--- src/rtl/aes_round_key_server_if.sv ---
// Round-key server bus: schedule load stream, indexed read request and
// the registered round-key responses. The decrypt line exists only when
// AES_KEY_REVERSE_EN is defined.
interface aes_round_key_server_if #(
    parameter int ADDR_W = 5
);
    logic                 key_clear;
    logic                 key_wr_en;
    logic [31:0]          key_wr_data;
    logic                 key_rd_en;
    logic [ADDR_W-1:0]    round_key_addr;
`ifdef AES_KEY_REVERSE_EN
    logic                 decrypt;
`endif
    logic [127:0]         round_key_input;
    logic [127:0]         round_key_0;
    logic                 key_rd_valid;
    logic                 key_ready;
    logic                 addr_err;

    // Key-expansion writer / round engine side
    modport master (
`ifdef AES_KEY_REVERSE_EN
        output decrypt,
`endif
        output key_clear, key_wr_en, key_wr_data, key_rd_en, round_key_addr,
        input  round_key_input, round_key_0, key_rd_valid, key_ready, addr_err
    );

    // Key server side
    modport slave (
`ifdef AES_KEY_REVERSE_EN
        input  decrypt,
`endif
        input  key_clear, key_wr_en, key_wr_data, key_rd_en, round_key_addr,
        output round_key_input, round_key_0, key_rd_valid, key_ready, addr_err
    );
endinterface

--- src/rtl/aes_round_key_server.sv ---
// aes_round_key_server: stores the expanded AES key schedule (loaded as a
// stream of 32-bit words, first word of each key in the MSBs) and serves
// registered round keys by round index with one-cycle latency.
// Optional feature: define AES_KEY_REVERSE_EN to add the decrypt input,
// which mirrors the round index (NUM_ROUNDS - addr) and shows the last
// round key on round_key_0.
module aes_round_key_server #(
    parameter int NUM_ROUNDS = 10,
    parameter int ADDR_W     = 5
) (
    input  logic                 clk,
    input  logic                 rst,
    aes_round_key_server_if.slave bus
);
    localparam int NUM_KEYS  = NUM_ROUNDS + 1;
    localparam int NUM_WORDS = 4 * NUM_KEYS;
    localparam int WCNT_W    = $clog2(NUM_WORDS);
    localparam int KIDX_W    = WCNT_W - 2;
    localparam logic [WCNT_W-1:0] LAST_WCNT = WCNT_W'(NUM_WORDS - 1);
    localparam logic [ADDR_W-1:0] MAX_ADDR  = ADDR_W'(NUM_ROUNDS);

    typedef enum logic [0:0] {
        ST_LOADING = 1'b0,
        ST_READY   = 1'b1
    } state_t;

    state_t              state_q, state_d;
    logic [WCNT_W-1:0]   wcnt_q, wcnt_d;
    logic [127:0]        mem_q [NUM_KEYS];
    logic [127:0]        mem_d [NUM_KEYS];
    logic [127:0]        rk_in_q, rk_in_d;
    logic [127:0]        rk0_q, rk0_d;
    logic                rd_valid_q, rd_valid_d;
    logic                addr_err_q, addr_err_d;

    logic                dec_s;
    logic [ADDR_W-1:0]   ea_s;
    logic [KIDX_W-1:0]   rd_idx_s;
    logic [KIDX_W-1:0]   rk0_idx_s;
    logic [KIDX_W-1:0]   wr_idx_s;

`ifdef AES_KEY_REVERSE_EN
    assign dec_s = bus.decrypt;
`else
    assign dec_s = 1'b0;
`endif

    // Effective index: mirrored in decrypt mode; bounds are checked on the raw address
    assign ea_s      = dec_s ? (MAX_ADDR - bus.round_key_addr) : bus.round_key_addr;
    assign rd_idx_s  = KIDX_W'(ea_s);
    assign rk0_idx_s = dec_s ? KIDX_W'(NUM_ROUNDS) : {KIDX_W{1'b0}};
    assign wr_idx_s  = wcnt_q[WCNT_W-1:2];

    // Next-state: clear beats load/read; load only while not ready; read bounds check
    always_comb begin
        state_d    = state_q;
        wcnt_d     = wcnt_q;
        mem_d      = mem_q;
        rk_in_d    = rk_in_q;
        rd_valid_d = 1'b0;
        addr_err_d = 1'b0;
        if (bus.key_clear) begin
            state_d = ST_LOADING;
            wcnt_d  = {WCNT_W{1'b0}};
        end else begin
            if (bus.key_wr_en && (state_q == ST_LOADING)) begin
                case (wcnt_q[1:0])
                    2'd0:    mem_d[wr_idx_s][127:96] = bus.key_wr_data;
                    2'd1:    mem_d[wr_idx_s][95:64]  = bus.key_wr_data;
                    2'd2:    mem_d[wr_idx_s][63:32]  = bus.key_wr_data;
                    2'd3:    mem_d[wr_idx_s][31:0]   = bus.key_wr_data;
                    default: mem_d[wr_idx_s][127:96] = bus.key_wr_data;
                endcase
                if (wcnt_q == LAST_WCNT) begin
                    wcnt_d  = {WCNT_W{1'b0}};
                    state_d = ST_READY;
                end else begin
                    wcnt_d = wcnt_q + {{(WCNT_W-1){1'b0}}, 1'b1};
                end
            end else begin
                wcnt_d = wcnt_q;
            end
            if (bus.key_rd_en) begin
                if ((state_q == ST_READY) && (bus.round_key_addr <= MAX_ADDR)) begin
                    rk_in_d    = mem_q[rd_idx_s];
                    rd_valid_d = 1'b1;
                end else begin
                    addr_err_d = 1'b1;
                end
            end else begin
                rd_valid_d = 1'b0;
            end
        end
        // Uses next-cycle storage so the whitening key is valid with key_ready
        if (state_d == ST_READY) begin
            rk0_d = mem_d[rk0_idx_s];
        end else begin
            rk0_d = 128'd0;
        end
    end

    // Control and output registers with synchronous reset
    always_ff @(posedge clk) begin
        if (rst) begin
            state_q    <= ST_LOADING;
            wcnt_q     <= {WCNT_W{1'b0}};
            rk_in_q    <= 128'd0;
            rk0_q      <= 128'd0;
            rd_valid_q <= 1'b0;
            addr_err_q <= 1'b0;
        end else begin
            state_q    <= state_d;
            wcnt_q     <= wcnt_d;
            rk_in_q    <= rk_in_d;
            rk0_q      <= rk0_d;
            rd_valid_q <= rd_valid_d;
            addr_err_q <= addr_err_d;
        end
    end

    // Key storage; contents survive reset and clear, validity is tracked by state
    always_ff @(posedge clk) begin
        mem_q <= mem_d;
    end

    assign bus.round_key_input = rk_in_q;
    assign bus.round_key_0     = rk0_q;
    assign bus.key_rd_valid    = rd_valid_q;
    assign bus.addr_err        = addr_err_q;
    assign bus.key_ready       = (state_q == ST_READY);

endmodule

--- src/flat_wrapper.sv ---
// flat-port wrapper written by rule: the top's interface ports become plain ports
module aes_round_key_server_flat 
#(
    parameter int NUM_ROUNDS = 10,
    parameter int ADDR_W     = 5
)
  (clk, rst, bus_key_clear, bus_key_wr_en, bus_key_wr_data, bus_key_rd_en, bus_round_key_addr, bus_round_key_input, bus_round_key_0, bus_key_rd_valid, bus_key_ready, bus_addr_err);
  aes_round_key_server_if #(.ADDR_W(ADDR_W)) bus_i ();
  input  logic clk;
  input  logic rst;
  input wire logic [$bits(bus_i.key_clear)-1:0] bus_key_clear;
  input wire logic [$bits(bus_i.key_wr_en)-1:0] bus_key_wr_en;
  input wire logic [$bits(bus_i.key_wr_data)-1:0] bus_key_wr_data;
  input wire logic [$bits(bus_i.key_rd_en)-1:0] bus_key_rd_en;
  input wire logic [$bits(bus_i.round_key_addr)-1:0] bus_round_key_addr;
  output wire logic [$bits(bus_i.round_key_input)-1:0] bus_round_key_input;
  output wire logic [$bits(bus_i.round_key_0)-1:0] bus_round_key_0;
  output wire logic [$bits(bus_i.key_rd_valid)-1:0] bus_key_rd_valid;
  output wire logic [$bits(bus_i.key_ready)-1:0] bus_key_ready;
  output wire logic [$bits(bus_i.addr_err)-1:0] bus_addr_err;
  assign bus_i.key_clear = bus_key_clear;
  assign bus_i.key_wr_en = bus_key_wr_en;
  assign bus_i.key_wr_data = bus_key_wr_data;
  assign bus_i.key_rd_en = bus_key_rd_en;
  assign bus_i.round_key_addr = bus_round_key_addr;
  assign bus_round_key_input = bus_i.round_key_input;
  assign bus_round_key_0 = bus_i.round_key_0;
  assign bus_key_rd_valid = bus_i.key_rd_valid;
  assign bus_key_ready = bus_i.key_ready;
  assign bus_addr_err = bus_i.addr_err;
  aes_round_key_server #(.NUM_ROUNDS(NUM_ROUNDS), .ADDR_W(ADDR_W)) u_core (.clk(clk), .rst(rst), .bus(bus_i));
endmodule
--- config.mk ---
export PLATFORM = sky130hd
export DESIGN_NAME = aes_round_key_server_flat
export DESIGN_NICKNAME = d
export VERILOG_FILES = /design/src/rtl/aes_round_key_server_if.sv /design/src/rtl/aes_round_key_server.sv /design/src/flat_wrapper.sv
export SDC_FILE = /design/constraint.sdc
export NUM_CORES = 2
export LEC_CHECK = 0
export CORE_AREA = 5 5 396 398
export CTS_BUF_LIST = sky130_fd_sc_hd__clkbuf_4 sky130_fd_sc_hd__clkbuf_8
export CTS_CLUSTER_DIAMETER = 30
export DETAILED_ROUTE_END_ITERATION = 8
export DIE_AREA = 0 0 401 403
export HOLD_SLACK_MARGIN = 0.02
export PLACE_DENSITY = 0.73
export SYNTH_ARGS = -nofsm -noshare
export SYNTH_HDL_FRONTEND = slang
export SYNTH_SLANG_ARGS = --single-unit
--- constraint.sdc ---
create_clock -name clk -period 74.6 [get_ports clk]
set_input_delay 14.92 -clock clk [delete_from_list [all_inputs] [get_ports clk]]
set_output_delay 14.92 -clock clk [all_outputs]
set_load 0.02 [all_outputs]
Word-level counts from Yosys, hierarchy flattened
Index checks and enable logic that the tools add are counted.
Widths: inputs -> output; s select.
{"block": "word_totals", "reg_bits": 1673, "output_inout_bits": 259}
{"block": "classes", "add_sub_neg": 1, "magnitude_cmp": 4, "n_eq_ne": 4, "n_mux": 24, "bitwise": 6, "n_reduce_logical": 9}
{"operator": "$bwmux 1408", "n": 4}
{"operator": "$pmux 1408 s4", "n": 1}
{"operator": "$mux 1408", "n": 2}
{"operator": "$demux 128 s4", "n": 4}
{"operator": "$bmux 128 s4", "n": 1}
{"operator": "$mux 128", "n": 3}
{"operator": "$mux 96", "n": 1}
{"operator": "$mux 64", "n": 1}
{"operator": "$mux 32", "n": 1}
{"operator": "$ge 5x5->1 const B", "n": 2}
{"operator": "$not 4->5", "n": 2}
{"operator": "$add 6x1->6 const B", "n": 1}
{"operator": "$eq 6x6->1 const B", "n": 1}
{"operator": "$mux 6", "n": 1}
{"operator": "$le 5x4->1 const B", "n": 1}
{"operator": "$lt 5x1->1 const B", "n": 1}
{"operator": "$mux 1", "n": 5}
{"operator": "$eq 2x2->1 const B", "n": 2}
{"operator": "$not 1->1", "n": 4}
{"operator": "$reduce_or 2->1", "n": 2}
{"operator": "$logic_and 1x1->1", "n": 3}
{"operator": "$reduce_and 3->1", "n": 1}
{"operator": "$reduce_or 3->1", "n": 1}
{"operator": "$eq 2x1->1 const B", "n": 1}
{"operator": "2 further kinds", "n": 2}

Depth between registers and ports, before layout
{"block": "depth", "depth_word": 9, "ltp_mapped": 9, "mapped_depth_nobuf": 6}

Least setup slack after synthesis
Ideal clock, no wire load.
{"block": "synth_timing", "path_type": "input to register", "from": "input port bus_key_clear", "to": "register (tool-made name)", "setup_time_ns": 2.318, "arrival_ns": 55.878, "required_ns": 72.282, "slack_ns": 16.404, "cell_stages": 7, "path_buffers": 5, "cell_sequence": "clkbuf_1 > or3b_1 > clkbuf_1 > buf_2 > clkbuf_1 > buf_1 > nor2_1"}
{"element": "start: declaration", "line": "flat_wrapper.sv:11", "rtl": "input wire logic [$bits(bus_i.key_clear)-1:0] bus_key_clear;"}

==> impl_metrics.json <==
{
  "status": "finished clean",
  "syn_area_mm2": 0.0836,
  "cell_repeated_most_along_the_worst_path": "buf_4",
  "initial_antenna_violation_count": 31,
  "power.net_switching_mw": 0.564,
  "totalNegativeSetupSlack_ns": 0,
  "achievable-frequency_mhz": 53.2,
  "route.detailed.vias_per_inst": 7.20,
  "post_route_cells_drive_above_1_share_pct": 19.8,
  "power.switching_fraction_pct": 24.2,
  "report.final.setup_viol": 0,
  "mappedNetlistNets": 6824,
  "slew_violations": 0,
  "critical_path.endpoint_type": "flip-flop",
  "total_leakage_power_nw": 34.3,
  "postSynthAreaPerCell_um2": 12.3,
  "yosys.area_share.adder_pct": 0.0599,
  "synthFlopType": "edfxtp_1",
  "die-area_mm2": 0.162,
  "postSynth.asyncResetShare_pct": 0,
  "fin_worst_skew_ns": 0.0958,
  "layout_worst_path_cycle_share_pct": 25.2,
  "drt_wl_total_um": 309000,
  "grt_overflow_total": 0,
  "die_height_um": 403,
  "numCtsBuffers": 367,
  "critical_path.startpoint_type": "primary input",
  "share_clk_of_total_power_pct": 49.3,
  "detailed_place_hpwl_um": 182000,
  "synth_enable_flop_cells": 1280,
  "ys_warn_count": 0,
  "rows": 144,
  "timing.critical_path.fanout_max": 170,
  "die-width_um": 401,
  "cellPowerDensity_mw_per_mm2": 24.2,
  "clk_pin_slew_worst_paths_ns": 0.05,
  "ys_seq_area_share_pct": 55.4,
  "grt_pass1_wl_um": 439000,
  "cts_hold_buf": 0,
  "synth.ff_latch_count": 1673,
  "syn_inst": 6778,
  "number_of_global_route_vias_before_repair": 63000,
  "timing_hold_violations_final": 0,
  "route.vias.total": 66300,
  "period_needed_ns": 18.78,
  "synth_cell_type_count": 51,
  "pwr-share-seq_pct": 44.4,
  "drt.antenna.violating_nets": 0,
  "power.ir.vdd_worst_mv": 0.0234,
  "yosysTopAreaCell": "edfxtp_1",
  "cts.repair.resized": 0,
  "largest_net_degree_at_the_start_of_global_routing": 191,
  "numPortBuffers": 300,
  "cts.sink_count": 1673,
  "final_weighted_congestion_of_routability_driven_global_placement": 0.878,
  "slowest_cp_cell": "buf_4",
  "worst_pin_slew_ns": 1.35,
  "critPathRequiredTime_ns": 75.23,
  "yosys.area_share.simple_pct": 5.49,
  "synthXorXnorAreaFrac_pct": 0.0419,
  "dpl.cell_count": 8541,
  "htree_num_levels": 5,
  "clk_latency_ns": 1.08,
  "placement.cell_area_mm2": 0.0878,
  "initial_util_pct": 54.6,
  "layout.nets": 6912,
  "yosys-mux-area-fraction_pct": 13.5,
  "final-instance-count-excl-fill": 9211,
  "fin_area_mm2": 0.0961,
  "clk_path_buf_depth": 4,
  "flow.area_growth_from_synthesis_pct": 15.0,
  "slew_headroom_pct": 10.1,
  "worst_ep_arrival_time_ns": 19.41,
  "drc_errors": 0,
  "violation_count_after_the_first_detailed_routing_iteration": 11200,
  "synth_compound_area_share_pct": 21.8,
  "firstDrtPassIters": 8,
  "cpPeakStageDelay_ns": 0.94,
  "internal_power_mw": 1.76,
  "crit_type": "primary input to flip-flop",
  "wl_per_cell_um": 33.5,
  "cap_viol_max_count": 0,
  "cts_tree": "built",
  "global_route.usage.total_pct": 36.5,
  "synth_top_family_by_area": "compound AO/OA/AOI/OAI gates",
  "synthDominantCellAreaShare_pct": 46.0,
  "postcts_setup_bufs": 0,
  "clock-root-buffer": "clkbuf_8",
  "comb_power_share_pct": 6.3,
  "critical_path.cell_chain": "clkdlybuf4s50_1 -> buf_4 -> or3b_4 -> buf_4 -> nor2_4 -> buf_12 -> buf_4 -> buf_4",
  "setup_repair_after_global_routing_missed_its_margin": "false",
  "io_pins": 301,
  "netlist_top_cells_area": "edfxtp_1, a22o_1, dfxtp_1",
  "fp.coreArea_mm2": 0.153,
  "min-delay-path-class": "flip-flop to flip-flop"
}
-- routing by layer --
layer	vias up	share of wire (%)	global-route usage [%]
met3	894	15	13.9
li1	26900	-	-
met1	33000	36	47.8
met4	16	6.6	21.3
met2	5442	42	51.7
met5	-	0.033	0
-- critical path, delay by kind of cell --
family	cells	cell delay (ns)
buffers and inverters	6	3.47
and+or+nand+nor	2	0.66
-- synthesized netlist by cell type, types with 5 or more instances --
cell / instances
o41ai_1: 42
nor4bb_1: 5
nor2_1: 158
nand3b_1: 5
nor3_1: 5
and2_1: 218
edfxtp_1: 1280
mux2i_1: 390
buf_1: 34
dfxtp_1: 393
o21ai_0: 545
or2_2: 5
o21bai_1: 9
nand2_1: 585
nand2b_1: 5
a32o_1: 18
clkbuf_1: 622
a21oi_1: 46
nor2b_1: 17
a22o_1: 1028
mux2_2: 399
a21o_1: 240
o2bb2ai_1: 134
inv_1: 34
o31ai_1: 42
a311oi_1: 128
a221oi_1: 128
mux4_2: 128
buf_2: 94
-- placed cells by master (no fill, tap or decap), drive strengths merged, types with 5 or more instances in the layout --
cell type,n
diode,12
a22o,1028
o21bai,9
nor2,158
clkinvlp,31
and2,218
nor3,8
mux2,399
a311oi,128
nand2,585
o31ai,42
nand2b,5
clkinv,100
inv,40
nor2b,17
a32o,18
o2bb2ai,134
clkdlybuf4s50,275
or2,5
mux4,128
a21oi,46
o21ai,545
nand3b,5
a221oi,128
edfxtp,1280
dfxtp,393
clkbuf,476
bufinv,47
mux2i,390
a21o,240
buf,196
o41ai,42
nor4bb,5
-- cell families (layout without fill, tap and decap cells) --
group | Yosys count | in the layout
compound gates | 2370 | 2370
fa+ha+maj | 4 | 4
flops | 1673 | 1673
simple gates | 1022 | 1022
buf+inv | 788 | 1165
xor+xnor | 4 | 4
other cells | 0 | 12
mux | 917 | 917
-- power groups by stage --
stage	Combinational (mW)	Sequential (mW)	Clock [mW]
after global routing	0.149	1.03	1.20
after CTS	0.140	1.03	1.15
after global placement	0.137	1.05	0
final	0.146	1.03	1.15
after floorplan	0.0885	1.05	0
after detailed placement	0.139	1.05	0
-- final cells by class --
cell class | count | area [um2]
Timing Repair Buffer | 471 | 4260
Clock buffer | 476 | 6100
Inverter | 36 | 138
Tap cell | 2044 | 2560
Fill cell | 11400 | 56900
Antenna cell | 12 | 30.0
Multi-Input combinational cell | 4317 | 34500
Clock inverter | 182 | 2170
Sequential cell | 1673 | 46300
-- final timing paths --
path,from,end,slack (ns),cells past startpoint
worst max-delay path,bus_key_clear,flip-flop,55.82,8
worst min-delay path,u_core.bus.round_key_input[106]$_SDFFE_PP0P_,u_core.bus.round_key_input[106]$_SDFFE_PP0P_,0.50,2
worst max register to register,u_core.wcnt_q[1]$_SDFFE_PP0P_,flip-flop,69.62,7
worst min register to register,u_core.bus.round_key_input[106]$_SDFFE_PP0P_,u_core.bus.round_key_input[106]$_SDFFE_PP0P_,0.50,2
-- through the flow --
| stage | hold WS (ns) | setup slack, ns | total power [mW] | util [%] |
|---|---|---|---|---|
| final | 0.500 | 55.82 | 2.33 | 62.8 |
| after CTS | 0.504 | 55.96 | 2.32 | 62.8 |
| after global placement | 0.482 | 54.89 | 1.19 | 57.4 |
| after detailed placement | 0.480 | 54.88 | 1.19 | 57.4 |
| after floorplan | 0.455 | 16.40 | 1.14 | - |
| after global routing | 0.526 | 55.71 | 2.38 | 62.8 |
(Power assumes the default switching activity.)
